<file path="config.mk">
export PLATFORM = sky130hd
export DESIGN_NAME = blink_sequencer
export DESIGN_NICKNAME = d
export VERILOG_FILES = /design/src/rtl/blink_sequencer.sv
export SDC_FILE = /design/constraint.sdc
export NUM_CORES = 1
export LEC_CHECK = 0
export CORE_AREA = 2 2 39 41
export CTS_CLUSTER_DIAMETER = 80
export DETAILED_ROUTE_END_ITERATION = 10
export DIE_AREA = 0 0 41 43
export PLACE_DENSITY = 0.67
export SYNTH_ARGS = -nofsm -noshare
export SYNTH_HDL_FRONTEND = slang
export SYNTH_SLANG_ARGS = --single-unit
</file>
<file path="constraint.sdc">
create_clock -name clock -period 5.3 [get_ports clock]
set_input_delay 1.06 -clock clock [delete_from_list [all_inputs] [get_ports clock]]
set_output_delay 1.06 -clock clock [all_outputs]
set_load 0.02 [all_outputs]
</file>
<file path="src/rtl/blink_sequencer.sv">
// blink_sequencer: turns single-cycle trigger pulses into fixed-length LED blinks, queueing overlaps
//   clock    : system clock, rising edge
//   reset_n  : asynchronous active-low reset
//   trigger  : single-cycle blink request
//   led      : registered LED drive
//   busy     : high while a blink (ON or OFF phase) is in progress
//   pending  : registered count of queued requests
//   overflow : registered one-cycle pulse when a request is dropped
module blink_sequencer #(
    parameter int ON_CYCLES   = 16,
    parameter int OFF_CYCLES  = 16,
    parameter int MAX_PENDING = 7
) (
    input  logic                               clock,
    input  logic                               reset_n,
    input  logic                               trigger,
    output logic                               led,
    output logic                               busy,
    output logic [$clog2(MAX_PENDING+1)-1:0]   pending,
    output logic                               overflow
);
    localparam int MAXC = (ON_CYCLES > OFF_CYCLES) ? ON_CYCLES : OFF_CYCLES;
    localparam int CW   = (MAXC > 1) ? $clog2(MAXC) : 1;
    localparam int PW   = $clog2(MAX_PENDING + 1);
    localparam logic [CW-1:0] ON_LAST  = CW'(ON_CYCLES - 1);
    localparam logic [CW-1:0] OFF_LAST = CW'(OFF_CYCLES - 1);
    localparam logic [PW-1:0] PMAX     = PW'(MAX_PENDING);

    typedef enum logic [1:0] {S_IDLE, S_ON, S_OFF} state_t;

    state_t        state_q, state_d;
    logic [CW-1:0] cnt_q, cnt_d;
    logic [PW-1:0] pend_q, pend_d;
    logic          led_q, ovf_q, ovf_d;
    logic          on_done, off_done, dec, take, inc, drop;

    always_comb begin
        on_done  = state_q == S_ON  && cnt_q == ON_LAST;
        off_done = state_q == S_OFF && cnt_q == OFF_LAST;
        // At the end of OFF a queued request is replayed first; a live trigger is only
        // consumed directly when the queue is empty.
        dec      = off_done && pend_q != '0;
        take     = off_done && pend_q == '0 && trigger;
        inc      = trigger && state_q != S_IDLE && !take;
        // A full queue still accepts a trigger when a slot frees in the same cycle.
        drop     = inc && pend_q == PMAX && !dec;
        state_d  = (state_q == S_IDLE && trigger) ? S_ON :
                   on_done                        ? S_OFF :
                   off_done                       ? ((dec || take) ? S_ON : S_IDLE) :
                                                    state_q;
        cnt_d    = (state_d != state_q || state_q == S_IDLE) ? '0 : cnt_q + 1'b1;
        pend_d   = pend_q + PW'(inc && !drop) - PW'(dec);
        ovf_d    = drop;
    end

    always_ff @(posedge clock or negedge reset_n) begin
        if (!reset_n) begin
            state_q <= S_IDLE;
            cnt_q   <= '0;
            pend_q  <= '0;
            led_q   <= 1'b0;
            ovf_q   <= 1'b0;
        end else begin
            state_q <= state_d;
            cnt_q   <= cnt_d;
            pend_q  <= pend_d;
            led_q   <= state_d == S_ON;
            ovf_q   <= ovf_d;
        end
    end

    assign led      = led_q;
    assign busy     = state_q != S_IDLE;
    assign pending  = pend_q;
    assign overflow = ovf_q;
endmodule

</file>
==> results of run 1 <==
==> routing by layer <==
metal	part of all wire (%)	wire length, µm	vias to the layer above
li1	-	-	199
met1	46	431	196
met2	46	430	9
met3	5.5	51	2
met4	2.0	19	0
met5	0	0	-
==> metrics by stage <==
step	total power, mW	instance area (µm²)	setup slack (ps)	hold slack (ps)	util, %
after floorplan	0.3067	528.0	2824	431.4	-
after global placement	0.3706	628.1	2197	453.7	45.39
after detailed placement	0.3792	628.1	2135	462.6	45.39
after CTS	0.4344	654.4	2382	471.8	47.29
after global routing	0.4689	654.4	2219	495.9	47.29
final	0.4294	654.4	2407	467.3	47.29
==> placed cells by master (no fill, tap or decap) <==
master,n
a21oi_1,3
fa_1,1
nor2_1,5
and3_4,1
o311a_1,1
nor2b_2,1
o311ai_0,1
nand3_1,4
o21ai_0,1
clkdlybuf4s50_1,8
o22a_1,1
nor4_1,1
xor2_1,1
ha_1,2
inv_1,2
xnor2_1,3
dfrtp_1,11
maj3_2,1
nand4_1,1
clkbuf_4,3
inv_2,2
o221ai_1,1
clkbuf_1,1
nand2_1,5
==> path summary, 6_finish.rpt <==
path | from | endpoint | slack (ps) | cells past startpoint
worst min-delay path | cnt_q[0] | cnt_q[0] | 470 | 1
worst min register to register | cnt_q[0] | cnt_q[0] | 470 | 1
min in group asynchronous | reset_n | cnt_q[2] | 1120 | 1
max in group asynchronous | reset_n | pending[1] | 3860 | 1
worst max-delay path | trigger | pending[2] | 2410 | 9
worst max register to register | cnt_q[0] | pending[2] | 3070 | 9
==> state kept, by name, summed over array words and instances, names as in the netlist <==
name / flops
state_q: 2
pending: 3
cnt_q: 4
overflow: 1
led: 1
==> power breakdown <==
| group | switching [mW] | internal [mW] |
|---|---|---|
| clock network | 0.0249 | 0.0291 |
| logic | 0.0966 | 0.101 |
| registers | 0.0506 | 0.127 |
| total | 0.172 | 0.257 |
==> cell type report <==
type,instances,area [µm²]
fill,142,729.5
sequential,11,275.3
multi-input combinational,34,237.7
timing repair buffer,8,80.08
clock buffer,4,26.28
tap,16,20.02
inverter,4,15.01
==> kinds of logic after synthesis <==
kind of cell | count (synthesis)
and+or+nand+nor | 18
buffers and inverters | 4
adders and majority gates | 4
xor gates and xnor gates | 4
DFF | 11
AOI/OAI and AO/OA | 8
==> out/metrics.cfg, run 1 <==
[outcome]
status = completed

[floorplanning]
die_w_um = 41
die_area_um2 = 1763
core_area_um2 = 1384
start_util_pct = 38.16
die_y_um = 43
rows = 14
ioPinCount = 9

[global_route]
grt.met2_usage_pct = 19.06
grt_pass1_wl_mm = 1.566
grt_use_met3_pct = 2.618
grt_max_degree = 12
gr-total-overflow = 0
grtUsageTotal_pct = 13.44
antenna_found_initial = 0
grt-busiest-layer = met2
grt_use_met1_pct = 17.17
grt_pass1_vias = 366

[timing]
finalHoldViolCount = 0
rsz0062_at_grt = false
fin_worst_skew_ps = 2.367
setup-violations-final = 0
final.period_utilization_pct = 54.58
drv_slew = 0
relSlewSlack_pct = 67.51
fmaxAchievable_mhz = 345.7
layout_min_cycle_time_ps = 2893
fin_setup_tns_ps = 0
tightest_slew_ps = 481.3

[drt]
drtIter0Drc = 6
vias_per_cell = 5.273
drt_pass1_iterations = 3
ant_nets = 0
wl_um = 933
wl_per_cell_um = 12.12
drc = 0
dr_total_vias = 406

[setup_path]
slowest_stage = clkdlybuf4s50_1
cp-end-kind = register
path_class = input port to register
crit_path_frequent_cell = xnor2_1
max_stage_delay_ps = 500
cp.required_ps = 5440
crit_path_start_kind = input port
cp.arrival_ps = 3030
crit_chain = clkdlybuf4s50_1 -> nor2_1 -> o311ai_0 -> o221ai_1 -> ha_1 -> inv_1 -> fa_1 -> xnor2_1 -> xnor2_1
critPathBufInv = 2
cp_top_family = buffers and inverters
cp_max_fo = 6

[finish]
antennaDiodeCount = 0
syn2layout_area_growth_pct = 23.93
finalNetCount = 68
drive_above_1_share_pct = 13.11
final_cells = 77

[placed_design]
io_buffer_count = 8
gp_congestion = 0.7314
dpl.hpwl_um = 710.8
dp.cells = 73

[logic_synthesis]
ys_warn_count = 0
synth_adder_area_share_pct = 10.66
synth_cell_type_count = 21
synth_commonest_cells = dfrtp_1 (11), nand2_1 (5), nor2_1 (5)
synth_ff_type = dfrtp_1
synthCells = 49
synth_area_leaders = dfrtp_1 (52%), xnor2_1 (5.0%), ha_1 (4.7%), fa_1 (3.8%), nand3_1 (3.8%)
synth_area_per_cell_um2 = 10.78
ys_ff_latch = 11
synth_top_family_by_area = simple AND/OR/NAND/NOR gates
syn_area_um2 = 528.0
synth_top_cell_area_share_pct = 52.13
yosysTopAreaCell = dfrtp_1
synthXorXnorAreaFrac_pct = 6.635
synthArstFlopShare_pct = 100.0
synth_enable_flop_cells = 0
synth_seq_area_share_pct = 52.13
synth_simple_gate_area_share_pct = 17.06
mappedNetlistNets = 55
synth_mux_area_share_pct = 0
yosysMostFrequentCell = dfrtp_1
synth-compound-area-share_pct = 10.66

[cts]
cts_tree = yes
clkLatencyLatePin_ps = 260
cts_hold_buf = 0
cts_root_buf = clkbuf_4
numCtsBuffers = 3
clk_path_buf_depth = 2
clock_sink_count = 11
post_cts_buffers = 0
cts-resized-gates = 0
clk_pin_slew_ps = 60
htree_levels = 1

[min_path]
min_path_type = register to register

[power_and_ir_drop]
power_density_nw_per_um2 = 656.1
ir_drop_mv = 0.2994
p_leak_nw = 0.2812

[job]
drv_cap = 0

Note: power is estimated with default switching activity, not from simulation.
==> inputs of run 2 (changes only) <==
PLACE_DENSITY = 0.69   (was 0.67)
clock period = 2.3 ns   (was 5.3 ns; I/O delays follow)
==> run 2 against run 1 <==
  * Count of clock-buffer cells in the layout fell by 1
  * Worst hold slack improved by 43 ps
  * Sequential share of layout area fell by 2.5 points
  * Final area rose by 6.3%
  * Clock skew fell by 1.5 ps
  * Die area did not move
  * Final cell count rose by 6.5%
  * Register-to-register slack got worse by 2900 ps
  * Worst setup slack got worse by 2200 ps
  * Via count rose by 4.9%
  * Global-route usage rose by 1.5 points
  * Critical path type unchanged
  * Largest power group unchanged
==> out/metrics.cfg, run 2 (same netlist as run 1, synthesis figures left out) <==
[floorplanning]
core_area_um2 = 1384  ; unchanged
die_w_um = 41  ; unchanged
die_y_um = 43  ; unchanged
die_area_um2 = 1763  ; unchanged
start_util_pct = 38.16  ; unchanged
ioPinCount = 9  ; unchanged
rows = 14  ; unchanged

[global_route]
grt_pass1_vias = 417  ; +14%
gr-total-overflow = 0  ; unchanged
antenna_found_initial = 0  ; unchanged
grtUsageTotal_pct = 14.90  ; +1.5 points
grt_pass1_wl_mm = 1.711  ; +9.3%
grt_max_degree = 12  ; unchanged

[placed_design]
gp_congestion = 0.7641  ; +4.5%
dpl.hpwl_um = 724.5  ; +1.9%
dp_slack_ps = -152.5  ; -2287 ps
io_buffer_count = 8  ; unchanged
dpl-instance-area_um2 = 658.1  ; +4.8%

[power_and_ir_drop]
p_leak_nw = 0.3072  ; +9.2%
pwr-share-clk_pct = 12.8  ; +0.2 points
p_int_mw = 0.6226  ; +140%
ir_drop_mv = 0.6290  ; +110%
p_sw_mw = 0.4192  ; +140%
total_power_mw = 1.042  ; +140%
p_sw_share_pct = 40.24  ; +0.13 points
p_seq_share_pct = 37.9  ; -3.5 points
power_density_nw_per_um2 = 1498  ; +130%
combPwrFrac_pct = 49.3  ; +3.3 points

[finish]
largest_reg_flops = 4  ; unchanged
final_cell_mix = dfrtp_1 (11), clkdlybuf4s50_1 (8), nand2_1 (5), nor2_1 (5), buf_4 (5)
multi_input_area_um2 = 240.2  ; +1.1%
syn2layout_area_growth_pct = 31.75
finalInstanceArea_um2 = 695.7  ; +6.3%
antennaDiodeCount = 0  ; unchanged
finalNetCount = 73  ; +7.4%
final_common_cell = dfrtp_1
final.fill_count = 149  ; +4.9%
largest_register = cnt_q
seqCellArea_um2 = 275.3  ; unchanged
drive_above_1_share_pct = 22.73  ; +9.6 points
final_core_util_pct = 50.27  ; +3.0 points

[setup_path]
crit_path_frequent_cell = xnor2_1
rr_endpoint = pending[2]
r2r-start = cnt_q[0]
critPathBufInv = 2  ; unchanged
cp.arrival_ps = 2320  ; -710 ps
path_class = input port to register
crit_chain = clkdlybuf4s50_1 -> nor2_1 -> o311ai_1 -> o221ai_1 -> ha_1 -> inv_1 -> fa_1 -> xnor2_1 -> xnor2_1
slowest_stage = clkdlybuf4s50_1
cp_max_fo = 2  ; -4
cp_top_family = adder cells
rr_worst_depth = 9  ; unchanged
max_stage_delay_ps = 430  ; -70 ps
ff2ff_setup_slack_ps = 190  ; -2880 ps
cp-end-kind = register
cp.required_ps = 2500  ; -2940 ps
crit_path_start_kind = input port

[cts]
cts_root_buf = clkbuf_4
cts_hold_buf = 0  ; unchanged
cts_tree = yes
clock_sink_count = 11  ; unchanged
numCtsBuffers = 3  ; unchanged
clk_pin_slew_ps = 70  ; about the same
clk_path_buf_depth = 2  ; unchanged
clkLatencyLatePin_ps = 270  ; about the same
htree_levels = 1  ; unchanged

[timing]
drv_slew = 0  ; unchanged
fin_worst_skew_ps = 0.8282  ; -1.539 ps
fmaxAchievable_mhz = 472.2
hold_ws_ps = 509.9  ; +42.59 ps
setup-violations-final = 0  ; unchanged
rsz0062_at_grt = false
layout_min_cycle_time_ps = 2118
finalHoldViolCount = 0  ; unchanged
final.period_utilization_pct = 92.07
fin_ws_ps = 182.3  ; -2225 ps
tightest_slew_ps = 475.3  ; -5.997 ps
relSlewSlack_pct = 68.21  ; +0.71 points

[drt]
drt_pass1_iterations = 2  ; -1
wl_mm = 1.004  ; +7.6%
wl_per_cell_um = 12.24  ; +1.0%
dr_total_vias = 426  ; +4.9%
drc = 0  ; unchanged
vias_per_cell = 5.195  ; -1.5%
ant_nets = 0  ; unchanged
drtIter0Drc = 5  ; -1

[job]
drv_cap = 0  ; unchanged

[min_path]
min_path_type = input port to async pin

[outcome]
status = completed

run 2: cell types whose count changed in the layout (fill, tap and decap cells not counted), sizes merged:
cell    before  now
clkbuf       4    3
buf          0    5
clkinv       0    1
run 2: per-layer routing:
metal  up-vias  GRT usage (%)  share of wire [%]  wire, µm
li1        209              -                  -         -
met1       205          20.00                 46       461
met2        10          19.69                 47       472
met3         2          3.141                5.4        54
met4         0          12.00                1.6        16
met5         -              0                  0         0
run 2: area by class of cell:
type / count / share of cell area [%]
tap: 16 / 2.878
clock inverter: 1 / 0.7194
multi-input combinational: 34 / 34.53
clock buffer: 3 / 3.237
sequential: 11 / 39.57
inverter: 4 / 2.158
timing repair buffer: 13 / 16.91
run 2: through the flow:
step	setup TNS (ps)	cells
floorplan	0	49
global placement	-116.1	77
detailed placement	-169.9	77
CTS	0	81
global route	0	82
finish	0	82
run 2: repair_timing:
| action | in CTS | in global routing |
|---|---|---|
| buffers inserted | 0 | 1 |
| gates resized for setup | 0 | 2 |
| endpoints found under the setup margin | 0 | 1 |
run 2: power groups by stage:
stage	sequential (mW)	clock (mW)	combinational, mW
global route	0.408	0.152	0.581
finish	0.394	0.133	0.514
floorplan	0.439	0	0.268
global placement	0.391	0	0.484
detailed placement	0.394	0	0.501
CTS	0.391	0.140	0.505
run 2: worst max-delay path by stage:
stage                     depth (start not counted)    endpoint  slack (ps)     start
after global placement                            9  pending[2]        -120   trigger
after global routing                              9  pending[2]          60  cnt_q[0]
final                                             9  pending[2]         180   trigger
after detailed placement                          9  pending[2]        -150   trigger
after CTS                                         9  pending[2]          90  cnt_q[0]
after floorplan                                   9  pending[2]         250  cnt_q[0]
run 2: worst register-to-register path: stages, from the launching register on:
cell and delay (ps):
dfrtp_1 370, ha_2 200, and3_4 200, o311ai_1 130
o221ai_1 220, ha_1 170, inv_1 50, fa_1 370
xnor2_1 190, xnor2_1 130
==> inputs of run 3 (changes only) <==
ABC_AREA = 1   (was unset)
CORE_AREA = 4 4 41 43   (was 2 2 39 41)
DIE_AREA = 0 0 45 47   (was 0 0 41 43)
GPL_TIMING_DRIVEN = 0   (was unset)
PLACE_DENSITY = 0.71   (was 0.69)
==> run 3 against run 2 <==
  * Wire length is 3.2% lower
  * Register-to-register slack better by 140 ps
  * Sequential power is 5.6% lower
  * Worst setup slack better by 120 ps
  * Non-clock buffer count is 5 lower
  * Power is 10% lower
  * Synthesized area is 3.6% higher
  * Worst hold slack worse by 40 ps
  * Combinational power is 16% lower
  * Sequential cell count stayed put
  * Critical path type unchanged
  * Critical endpoint unchanged
  * Highest routed layer unchanged
==> out/metrics.cfg, run 3 <==
[global_route]
grt_pass1_wl_mm = 1.766  ; +3.2%
grt_pass1_vias = 414  ; -0.72%
antenna_found_initial = 0  ; unchanged
grtUsageTotal_pct = 12.38  ; -2.5 points
grt_max_degree = 12  ; unchanged
gr-total-overflow = 0  ; unchanged

[drt]
dr_total_vias = 416  ; -2.3%
m1WireLength_um = 458  ; -0.65%
dr_wl_met3_um = 40  ; -26%
ant_nets = 0  ; unchanged
wl_met2_um = 433  ; -8.3%
drtIter0Drc = 12  ; +7
wl_um = 972  ; -3.2%
vias_per_cell = 4.952  ; -4.7%
wl_per_cell_um = 11.57  ; -5.5%
drc = 0  ; unchanged
drt_pass1_iterations = 4  ; +2
top_layer = met4

[logic_synthesis]
synth_enable_flop_cells = 0  ; unchanged
ys_ff_latch = 11  ; unchanged
yosysTopAreaCell = dfrtp_1
mappedNetlistNets = 63  ; +15%
yosysMostFrequentCell = dfrtp_1
synth_ff_type = dfrtp_1
synth_top_cell_area_share_pct = 50.34  ; -1.8 points
ys_warn_count = 0  ; unchanged
synth_cell_type_count = 18  ; -14%
synthCells = 57  ; +16%
synth_commonest_cells = dfrtp_1 (11), inv_1 (9), nand2_1 (8)
synth_area_leaders = dfrtp_1 (50%), inv_1 (6.2%), nand2_1 (5.5%), nor2_1 (4.8%), ha_1 (4.6%)
synth_area_per_cell_um2 = 9.593  ; -11%
syn_area_um2 = 546.8  ; +3.6%
synthArstFlopShare_pct = 100.0  ; unchanged
synth_seq_area_share_pct = 50.34  ; -1.8 points

[cts]
clk_pin_slew_ps = 70  ; about the same
cts_tree = yes
numCtsBuffers = 3  ; unchanged
post_cts_buffers = 0  ; unchanged
cts-resized-gates = 0  ; unchanged
cts_hold_buf = 0  ; unchanged
clkLatencyLatePin_ps = 270  ; about the same
htree_levels = 1  ; unchanged
cts_root_buf = clkbuf_4
clock_sink_count = 11  ; unchanged
clk_path_buf_depth = 2  ; unchanged

[setup_path]
cp.required_ps = 2460  ; -40 ps
path_class = input port to register
crit_path_start_kind = input port
cp_max_fo = 3  ; +1
critPathLaunch = trigger
cp.arrival_ps = 2150  ; -170 ps
r2r-start = cnt_q[0]
ff2ff_setup_slack_ps = 330  ; +140 ps
cp-end-kind = register
endpoint = pending[2]
rr_endpoint = pending[2]
rr_worst_depth = 9  ; unchanged

[finish]
final_cell_mix = dfrtp_1 (11), inv_1 (9), nand2_1 (8), clkdlybuf4s50_1 (8), nor2_1 (7)
syn2layout_area_growth_pct = 23.11
antennaDiodeCount = 0  ; unchanged
largest_register = cnt_q
final_common_cell = dfrtp_1
largest_reg_flops = 4  ; unchanged
finalInstanceArea_um2 = 673.1  ; -3.2%
finalNetCount = 76  ; +4.1%
drive_above_1_share_pct = 13.04  ; -9.7 points

[timing]
final.period_utilization_pct = 86.91  ; -5.2 points
fmaxAchievable_mhz = 500.3  ; +5.9%
fin_setup_tns_ps = 0  ; unchanged
setup-violations-final = 0  ; unchanged
rsz0062_at_grt = false
layout_min_cycle_time_ps = 1999  ; -118.7 ps
tightest_slew_ps = 489.0  ; +13.67 ps
drv_slew = 0  ; unchanged
fin_worst_skew_ps = 3.594  ; +2.765 ps
relSlewSlack_pct = 67.30  ; -0.91 points
finalHoldViolCount = 0  ; unchanged

[placed_design]
dpl-instance-area_um2 = 645.6  ; -1.9%
io_buffer_count = 8  ; unchanged
gp_congestion = 0.7211  ; -5.6%
dpl.hpwl_um = 729.5  ; +0.69%

[floorplanning]
ioPinCount = 9  ; unchanged
die_w_um = 45  ; +9.8%
rows = 13  ; -1
die_area_um2 = 2115  ; +20%
core_area_um2 = 1301  ; -6.0%
die_y_um = 47  ; +9.3%
start_util_pct = 42.02  ; +3.9 points

[outcome]
status = completed

[power_and_ir_drop]
p_leak_nw = 0.3053  ; -0.64%
ir_drop_mv = 0.5727  ; -9.0%
power_density_nw_per_um2 = 1386  ; -7.4%

[min_path]
min_path_type = register to register

[job]
drv_cap = 0  ; unchanged

-- run 3: changes by cell type after synthesis, moves of 2 or more --
cell | before | now
nand3_2 | 0 | 2
inv_1 | 2 | 9
inv_2 | 2 | 0
a21oi_1 | 3 | 0
nor2_1 | 5 | 7
nor3_1 | 0 | 2
nand2_1 | 5 | 8
-- run 3: area by class of cell --
type / count / area [µm²]
repair buffers: 8 / 80.08
well taps: 15 / 18.77
multi-input cells: 37 / 237.7
clock buffers: 3 / 22.52
fillers: 124 / 628.1
flip-flops and latches: 11 / 275.3
clock inverters: 1 / 5.005
inverters: 9 / 33.78
-- run 3: per-stage QoR --
step           power [mW]  setup WS, ps  hold WS, ps  utilization (%)  cells
2_1_floorplan      0.6456         506.4        164.4                -     57
3_3_place_gp       0.7825         50.37        453.2            49.62     80
3_5_place_dp       0.8027         43.38        459.6            49.62     80
4_1_cts            0.9423         306.8        469.6            51.73     84
5_1_grt             1.023         170.5        504.9            51.73     84
6_report           0.9331         301.1        470.4            51.73     84
-- run 3: worst min path at each step --
stage	start	to	cells past startpoint
floorplan	reset_n	cnt_q[0]	0
global placement	cnt_q[0]	cnt_q[0]	1
detailed placement	cnt_q[0]	cnt_q[0]	1
CTS	cnt_q[0]	cnt_q[0]	1
global route	cnt_q[0]	cnt_q[0]	1
finish	cnt_q[0]	cnt_q[0]	1
-- run 3: routing by layer --
layer / vias to the layer above / track usage [%]
met2: 13 / 17.80
met1: 191 / 15.31
met3: 5 / 3.448
met4: 0 / 10.53
met5: - / 0
li1: 207 / -
-- run 3: logic make-up after synthesis --
group           after synthesis  synth area share, %
compound gates                3                4.576
xor+xnor                      3                4.806
fa+ha+maj                     3                8.237
buf+inv                       9                6.178
flops                        11                50.34
simple gates                 28                25.86
-- run 3: where the power goes --
| part | switching, mW | internal, mW |
|---|---|---|
| clock | 0.0662 | 0.0644 |
| combinational | 0.233 | 0.197 |
| sequential | 0.0868 | 0.285 |
| total | 0.386 | 0.547 |
-- run 3: critical path, stage by stage --
cell and delay [ps]:
clkdlybuf4s50_1 480, inv_1 60, nor2_1 210, nand3_1 130, o31ai_2 80, ha_1 180
inv_1 50, fa_1 370, xnor2_1 140
